===== src/rtl/iob_sseg_scan.sv =====
// Seven-segment display scanner. It snapshots the digits once per frame and
// drives active-low one-hot anodes and decoded cathodes, with a dead time between digits.
module iob_sseg_scan #(
  parameter int NDIGITS = 4,
  parameter int DIV_W   = 16,
  parameter int DEAD_W  = 8,
  localparam int IDX_W  = (NDIGITS > 1) ? $clog2(NDIGITS) : 1
) (
  input  logic                   clk,
  input  logic                   rst,
  input  logic                   en,
  input  logic [4*NDIGITS-1:0]   digits_i,
  input  logic [NDIGITS-1:0]     dp_i,
  input  logic [NDIGITS-1:0]     blank_i,
  input  logic [DIV_W-1:0]       period_i,
  input  logic [DEAD_W-1:0]      dead_i,
  output logic [7:0]             cathode_o,
  output logic [NDIGITS-1:0]     anode_o,
  output logic [IDX_W-1:0]       digit_idx_o,
  output logic                   frame_tick_o
);

  localparam int CNT_W = (DIV_W > DEAD_W) ? DIV_W : DEAD_W;

  typedef enum logic [1:0] {S_IDLE, S_BLANK, S_ON} state_e;

  state_e                      state_q, state_d;
  logic [CNT_W-1:0]            cnt_q, cnt_d;
  logic [IDX_W-1:0]            idx_q, idx_d;
  logic [NDIGITS-1:0][3:0]     snap_digits_q, snap_digits_d;
  logic [NDIGITS-1:0]          snap_dp_q, snap_dp_d;
  logic [NDIGITS-1:0]          snap_blank_q, snap_blank_d;
  logic [NDIGITS-1:0]          anode_q, anode_d;
  logic [7:0]                  cathode_q, cathode_d;
  logic                        tick_q, tick_d;
  logic                        last_digit;

  // Active-low segment pattern with the decimal point off (bit 7 high).
  function automatic logic [7:0] hex_to_seg(input logic [3:0] v);
    logic [7:0] seg;
    case (v)
      4'h0: seg = 8'hC0;  4'h1: seg = 8'hF9;  4'h2: seg = 8'hA4;  4'h3: seg = 8'hB0;
      4'h4: seg = 8'h99;  4'h5: seg = 8'h92;  4'h6: seg = 8'h82;  4'h7: seg = 8'hF8;
      4'h8: seg = 8'h80;  4'h9: seg = 8'h90;  4'hA: seg = 8'h88;  4'hB: seg = 8'h83;
      4'hC: seg = 8'hC6;  4'hD: seg = 8'hA1;  4'hE: seg = 8'h86;  default: seg = 8'h8E;
    endcase
    return seg;
  endfunction

  assign last_digit = (idx_q == IDX_W'(NDIGITS - 1));

  always_comb begin
    // NOTE: every signal gets a default before the case, so no path leaves one unassigned and no latch is inferred.
    state_d       = state_q;
    cnt_d         = cnt_q;
    idx_d         = idx_q;
    snap_digits_d = snap_digits_q;
    snap_dp_d     = snap_dp_q;
    snap_blank_d  = snap_blank_q;
    tick_d        = 1'b0;

    if (!en) begin
      state_d = S_IDLE;
      cnt_d   = '0;
      idx_d   = '0;
    end else begin
      case (state_q)
        S_IDLE: begin
          state_d       = S_BLANK;
          cnt_d         = CNT_W'(dead_i);
          idx_d         = '0;
          snap_digits_d = digits_i;
          snap_dp_d     = dp_i;
          snap_blank_d  = blank_i;
        end
        S_BLANK: begin
          if (cnt_q == '0) begin
            state_d = S_ON;
            cnt_d   = CNT_W'(period_i);
          end else begin
            cnt_d = cnt_q - CNT_W'(1);
          end
        end
        S_ON: begin
          if (cnt_q == '0) begin
            state_d = S_BLANK;
            cnt_d   = CNT_W'(dead_i);
            if (last_digit) begin
              // Frame boundary: wrap and take a new snapshot for the next frame.
              idx_d         = '0;
              tick_d        = 1'b1;
              snap_digits_d = digits_i;
              snap_dp_d     = dp_i;
              snap_blank_d  = blank_i;
            end else begin
              idx_d = idx_q + IDX_W'(1);
            end
          end else begin
            cnt_d = cnt_q - CNT_W'(1);
          end
        end
        default: state_d = S_IDLE;
      endcase
    end

    // Outputs come from next-state values, so the anodes and cathodes register on the same edge.
    anode_d   = '1;
    cathode_d = 8'hFF;
    if (state_d == S_ON && !snap_blank_d[idx_d]) begin
      anode_d[idx_d] = 1'b0;
      cathode_d      = hex_to_seg(snap_digits_d[idx_d]);
      if (snap_dp_d[idx_d]) cathode_d[7] = 1'b0;
    end
  end

  always_ff @(posedge clk) begin
    // NOTE: the snapshot registers are reset along with the control state so that no X can reach the pins after reset.
    if (!rst) begin
      state_q       <= S_IDLE;
      cnt_q         <= '0;
      idx_q         <= '0;
      snap_digits_q <= '0;
      snap_dp_q     <= '0;
      snap_blank_q  <= '0;
      anode_q       <= '1;
      cathode_q     <= 8'hFF;
      tick_q        <= 1'b0;
    end else begin
      // NOTE: non-blocking assignments; every flop samples the values from before the edge.
      state_q       <= state_d;
      cnt_q         <= cnt_d;
      idx_q         <= idx_d;
      snap_digits_q <= snap_digits_d;
      snap_dp_q     <= snap_dp_d;
      snap_blank_q  <= snap_blank_d;
      anode_q       <= anode_d;
      cathode_q     <= cathode_d;
      tick_q        <= tick_d;
    end
  end

  assign anode_o      = anode_q;
  assign cathode_o    = cathode_q;
  assign digit_idx_o  = idx_q;
  assign frame_tick_o = tick_q;

endmodule


===== config.mk =====
export PLATFORM = sky130hd
export DESIGN_NAME = iob_sseg_scan
export DESIGN_NICKNAME = d
export VERILOG_FILES = /design/src/rtl/iob_sseg_scan.sv
export SDC_FILE = /design/constraint.sdc
export NUM_CORES = 1
export LEC_CHECK = 0
export BUFFER_PORTS_ARGS = -buffer_cell sky130_fd_sc_hd__clkbuf_2
export CAP_MARGIN = 20
export CORE_ASPECT_RATIO = 0.5
export CORE_MARGIN = 2
export CORE_UTILIZATION = 38
export DETAILED_ROUTE_END_ITERATION = 12
export GPL_TIMING_DRIVEN = 0
export PLACE_DENSITY = 0.66
export SLEW_MARGIN = 10
export SYNTH_ARGS = -nofsm -noshare
export SYNTH_HDL_FRONTEND = slang
export SYNTH_SLANG_ARGS = --single-unit

===== constraint.sdc =====
create_clock -name clk -period 4.85 [get_ports clk]
set_input_delay 0.7275 -clock clk [delete_from_list [all_inputs] [get_ports clk]]
set_output_delay 0.7275 -clock clk [all_outputs]
set_load 0.01 [all_outputs]

# --- Word-level counts from Yosys, hierarchy flattened ---
# Memory sizes are Yosys's and may differ from the RTL's. A register that Yosys moved wholly into a read port is not among the register bits.
# Index checks and enable logic that the tools add are counted.
classes:
  add_sub_neg: 2
  magnitude_cmp: 2
  n_eq_ne: 4
  muxes: 33
  n_bitwise: 1
  reduce_logical: 10
op_table:
  columns: ["op", "count"]
  rows:
  - ["$mux W16", 5]
  - ["$pmux W16 S3", 1]
  - ["$pmux W16 S2", 1]
  - ["$mux W4", 7]
  - ["$logic_not A16 Y1", 1]
  - ["$pmux W4 S2", 2]
  - ["$sub A16 B1 Y16 const B", 1]
  - ["$mux W2", 6]
  - ["$bmux W4 S2", 1]
  - ["$eq A2 B2 Y1 const B", 3]
  - ["$pmux W2 S3", 1]
  - ["$mux W1", 5]
  - ["$bmux W1 S2", 2]
  - ["$not A4 Y4", 1]
  - ["$pmux W2 S2", 1]
  - ["$reduce_and A2 Y1", 2]
  - ["$reduce_and A4 Y1", 1]
  - ["$lt A2 B3 Y1 const B", 1]
  - ["$reduce_bool A3 Y1", 1]
  - ["$add A2 B1 Y2 const B", 1]
  - ["$demux W1 S2", 1]
  - ["$eq A2 B1 Y1 const B", 1]
  - ["$ge A2 B1 Y1 const B", 1]
  - ["$logic_and A1 B1 Y1", 2]
  - ["other kinds (2)", 3]
totals:
  register_bits: 57
  rom_bits: 112
  in_bits: 51
  out_inout_bits: 15
  word_cells: 65
  memories: 1
memory_table:
  columns: ["name", "words", "word_bits", "read_ports", "rd_clocked_by_memory_dff", "write_ports", "line_no", "text"]
  rows:
  - ["(no name shown)", 16, 7, 1, 1, 0, "41", "case (v)"]

# --- Logic depth before layout (Yosys ltp) ---
logic_depth:
  word_depth: 11
  depth_mapped: 16
  mapped_depth_nobuf: 15

# --- Least setup slack after synthesis ---
# No wires, ideal clock.
synth_timing:
  path_kind: "register to register"
  startpoint: "register idx_q[1], in the netlist digit_idx_o[1]"
  endpoint: "register cathode_q[3], in the netlist cathode_o[3]"
  setup_ps: 117
  t_arrival_ps: 3529
  required_time_ps: 4733
  slack_ps: 1205
  stages_incl_launch_ff: 15
  n_path_buf: 2
  period_less_slack_ps: 3645
  path_cell_list: "dfxtp_1 -> ha_1 -> or4bb_1 -> nor4_1 -> buf_2 -> buf_2 -> mux2_2 -> a222oi_1 -> mux2i_1 -> a21oi_1 -> inv_1 -> ha_1 -> mux4_2 -> inv_1 -> nand2_1"
synth_via:
  elab_chain_cells: 11
  word_cells_on_any_way: 22
  cone_classes: "add/sub (1); eq/ne (1); mux (16); reduce/logical (4)"
synth_lines:
  columns: ["element", "line_no", "text"]
  rows:
  - ["start: declaration", "29", "logic [IDX_W-1:0] idx_q, idx_d;"]
  - ["start signal: assignment", "132", "idx_q <= idx_d;"]
  - ["$eq A2 B2 Y1 (*)", "50", "assign last_digit = (idx_q == IDX_W'(NDIGITS - 1));"]
  - ["via last_digit", "36", "logic last_digit;"]
  - ["$mux W4 / $mux W2 (equally long branches)", "88", "if (last_digit) begin"]
  - ["$mux W4 / $mux W2 (equally long branches)", "85", "if (cnt_q == '0) begin"]
  - ["$pmux W4 S2 / $pmux W2 S2 (equally long branches)", "67", "case (state_q)"]
  - ["$mux W4 / $mux W2 (equally long branches)", "62", "if (!en) begin"]
  - ["$bmux W1 S2", "109", "if (state_d == S_ON && !snap_blank_d[idx_d]) begin"]
  - ["$mux W1 (implied by the code)", "109", null]
  - ["$logic_not A1 Y1", "109", null]
  - ["$logic_and A1 B1 Y1", "109", null]
  - ["$reduce_and A2 Y1 (no line)", null, null]
  - ["$logic_not A1 Y1 (no line)", null, null]
  - ["end: declaration", "34", "logic [7:0] cathode_q, cathode_d;"]
# Mark *: on every way through the listed nets, which the timed path passes. The rest lies on a longest branch. The select of a mux whose other input is x is not followed.
# A chain may end at the register's enable or synchronous reset.

# --- Worst setup path after layout ---
layout_timing:
  startpoint: "register cnt_q[0]"
  endpoint: "register cathode_q[3], in the netlist cathode_o[3]"
layout_via:
  elab_chain_cells: 10
  word_cells_on_any_way: 23
  cone_classes: "eq/ne (1); mux (17); reduce/logical (5)"
layout_lines:
  columns: ["element", "line_no", "text"]
  rows:
  - ["start: declaration", "28", "logic [CNT_W-1:0] cnt_q, cnt_d;"]
  - ["start signal: assignment", "131", "cnt_q <= cnt_d;"]
  - ["$logic_not A16 Y1 (*)", "77, 85", null]
  - ["$mux W4 / $mux W2 (equally long branches)", "85", null]
  - ["$pmux W4 S2 / $pmux W2 S2 (equally long branches)", "67", null]
  - ["$mux W4 / $mux W2 (equally long branches)", "62", null]
  - ["$bmux W1 S2", "109", null]
  - ["$mux W1 (implied by the code)", "109", null]
  - ["$logic_not A1 Y1", "109", null]
  - ["$logic_and A1 B1 Y1", "109", null]
  - ["$reduce_and A2 Y1 (no line)", null, null]
  - ["$logic_not A1 Y1 (no line)", null, null]
# Every way passes the cells marked *; elsewhere a longest branch is shown, timed or not. The select of a mux whose other input is x is not followed.

==> impl_metrics.toml <==
[yosys]
synthSimpleGateAreaFrac = 0.215
synthAdderAreaFrac = 0.0480
yosys_warnings = 0
synth_cells = 440
yosys_most_used_dff = "dfxtp_1"
ys_ff_latch = 57
synth_top_family_by_area = "compound AO/OA/AOI/OAI gates"
avgSynthCellArea_um2 = 8.29
synth_edf_count = 0
synth-xor-area-share = 0.0240
yosysSeqAreaShare = 0.313
ys_async_sr_fraction = 0
syn_nets = 505
synth_area_um2 = 3650
synthDistinctLibCells = 65
synth_compound_area_frac = 0.313
synth_mux_area_frac = 0.0388

[timing]
post-route-min-period_ns = 4.39
setup_ws_ns = 0.462
slew_violations = 0
worst_slew_pin_slew_ns = 0.952
finalHoldViolCount = 0
finalSetupTns_ns = 0
finalClockSkew_ns = 0.00478
post-route-period-util = 0.905
setup_violations = 0
fmax_mhz = 228
grt_setup_unrepaired = "false"
max_slew_margin = 0.361

[die]
core_um2 = 9380
initial_core_util = 0.389
pin_count = 66
rows = 25
dieArea_um2 = 10400
dieWidth_um = 143
die_y_um = 73.3

[power_and_ir_drop]
power_density_nw_per_um2 = 316
leakagePower_nw = 1.81
p_total_w = 0.00138
ir_worst_vdd_mv = 0.200

[detailed_routing]
dr_wl_met2_um = 4480
wl_met1_um = 4940
routed_wirelength_um = 10100
firstDrtPassIters = 8
drt-vias-per-instance = 5.62
antenna_left = 0
vias = 3594
top_layer_used = "met4"
wl_met3_um = 499
first_iter_violations = 229
wl_per_cell_um = 15.9
drc = 0

[setup_path]
start_kind = "register"
worst_ep_arrival_time_ns = 4.61
critPathMaxFanout = 10
end_kind = "register"
critPathKind = "reg2reg"
cp_data_required_time_ns = 5.07

[finish]
area_delta_synth_final_pct = 20.0
drive_above_1_share = 0.201
multi_input_area_um2 = 2330
nFillCells = 964
final_nets = 581
antennaDiodeCount = 0
regArea_um2 = 1140

[clocking]
htreeDepth = 3
postCtsSetupRepairBufs = 0
postCtsResizedCells = 0
insertion_delay_ns = 0.33
ctsHoldBuffers = 0
clock-sinks = 57
clockBufferDepth = 2
cts_tree = "done"
clk_pin_slew_ns = 0.05
numCtsBuffers = 9
cts-root-buf = "clkbuf_16"

[outcome]
status = "completed"

[placed_design]
dpl.hpwl_um = 7430
place_congestion = 0.848
post-place-ws_ns = 0.428
io_buffers = 65

[global_route]
grt_pass1_vias = 3363
grt_max_degree = 11
grt_first_pass_wirelength_um = 16600
grt.overflow.total = 0
track_usage = 0.205
antenna_found_initial = 0

[run]
maxCapViolations = 0

[min_path]
worstHoldPathType = "reg2reg"
[registers in the layout (all words and copies together), names as in the netlist]
| register | cells |
|---|---|
| cnt_q | 16 |
| digit_idx_o | 2 |
| cathode_o | 8 |
| state_q | 2 |
| snap_digits_q | 16 |
| snap_dp_q | 4 |
| anode_o | 4 |
| snap_blank_q | 4 |
| frame_tick_o | 1 |
[where the power goes]
part           internal [W]  switching, W
Clock              0.000348      0.000201
Combinational      0.000138      0.000194
Sequential         0.000489     0.0000132
Total              0.000975      0.000408
[logic make-up after synthesis]
| group | after synthesis |
|---|---|
| buffers and inverters | 44 |
| DFF | 57 |
| and+or+nand+nor | 149 |
| adders and majority gates | 14 |
| AOI/OAI and AO/OA | 154 |
| muxes | 12 |
| xor gates and xnor gates | 10 |
[cell usage after synthesis, drive strengths merged (4+ instances only)]
master / count / area [µm²]
a21oi: 30 / 161
nor3: 12 / 76.3
clkbuf: 23 / 86.3
mux2: 7 / 78.8
dfxtp: 57 / 1140
a221oi: 8 / 70.1
xnor2: 6 / 52.6
nor2: 43 / 161
mux2i: 4 / 40.0
nand2: 30 / 115
xor2: 4 / 35.0
and2: 8 / 50.1
ha: 14 / 175
a222oi: 5 / 50.1
buf: 9 / 45.1
a21o: 14 / 105
o22ai: 7 / 43.8
a31oi: 11 / 68.8
nor2b: 21 / 131
inv: 11 / 41.3
nand2b: 7 / 43.8
o221ai: 5 / 68.8
a22oi: 26 / 195
nand3: 6 / 30.0
or4: 4 / 33.8
or3: 4 / 25.0
a22o: 10 / 87.6
o21ai: 18 / 90.1
[worst paths after layout]
kind                            startpoint           end  slack [ns]  cells after the start
worst max register to register    cnt_q[0]  cathode_o[3]        0.46                     15
worst max-delay path              cnt_q[0]  cathode_o[3]        0.46                     15
worst min register to register    cnt_q[7]      cnt_q[7]        0.52                      2
worst min-delay path              cnt_q[7]      cnt_q[7]        0.52                      2
[worst max-delay path, cell delays in order (launching register included)]
cell and delay, ns:
dfxtp_1 0.35, inv_1 0.10, ha_1 0.21, or4bb_1 0.49, nor4_1 0.38, buf_2 0.30, buf_2 0.26, mux2_2 0.35
a222oi_1 0.23, mux2i_1 0.12, a21oi_1 0.47, inv_1 0.17, ha_1 0.29, mux4_2 0.46, inv_1 0.07, nand2_1 0.05
[cells in the final DEF, fill, tap and decap left out, types with 7 or more instances in the layout]
cell	instances
nor2_1	43
a22oi_1	26
dfxtp_1	57
nor2b_1	21
o21ai_0	16
clkbuf_2	65
a21o_1	14
a221oi_1	8
clkbuf_16	9
a21oi_1	29
and2_1	8
clkbuf_1	25
nand2_1	29
inv_1	11
ha_1	14
nor3_1	10
o22ai_1	7
nand2b_1	7
a22o_1	10
a31oi_1	11
[final cells by class]
cell class,count,area share
buffer,32,0.0300
clock buffer,12,0.0563
clock inverter,1,0.00114
inverter,12,0.0103
multi-input combinational,339,0.532
sequential,57,0.261
tap,121,0.0346
timing repair buffer,65,0.0743
[metrics by stage]
step | cell area, µm² | cells | hold slack (ns) | utilization
floorplan | 3650 | 440 | 0.485 | -
global route | 4380 | 639 | 0.561 | 0.466
CTS | 4380 | 639 | 0.521 | 0.466
global placement | 4120 | 626 | 0.510 | 0.439
finish | 4380 | 639 | 0.519 | 0.466
detailed placement | 4120 | 626 | 0.514 | 0.439
[layer usage]
layer	vias to the layer above	track usage
met5	-	0
met4	0	0.0924
met3	19	0.0515
met2	101	0.334
met1	1682	0.260
li1	1792	-
Note: power is estimated with default switching activity, not from simulation.
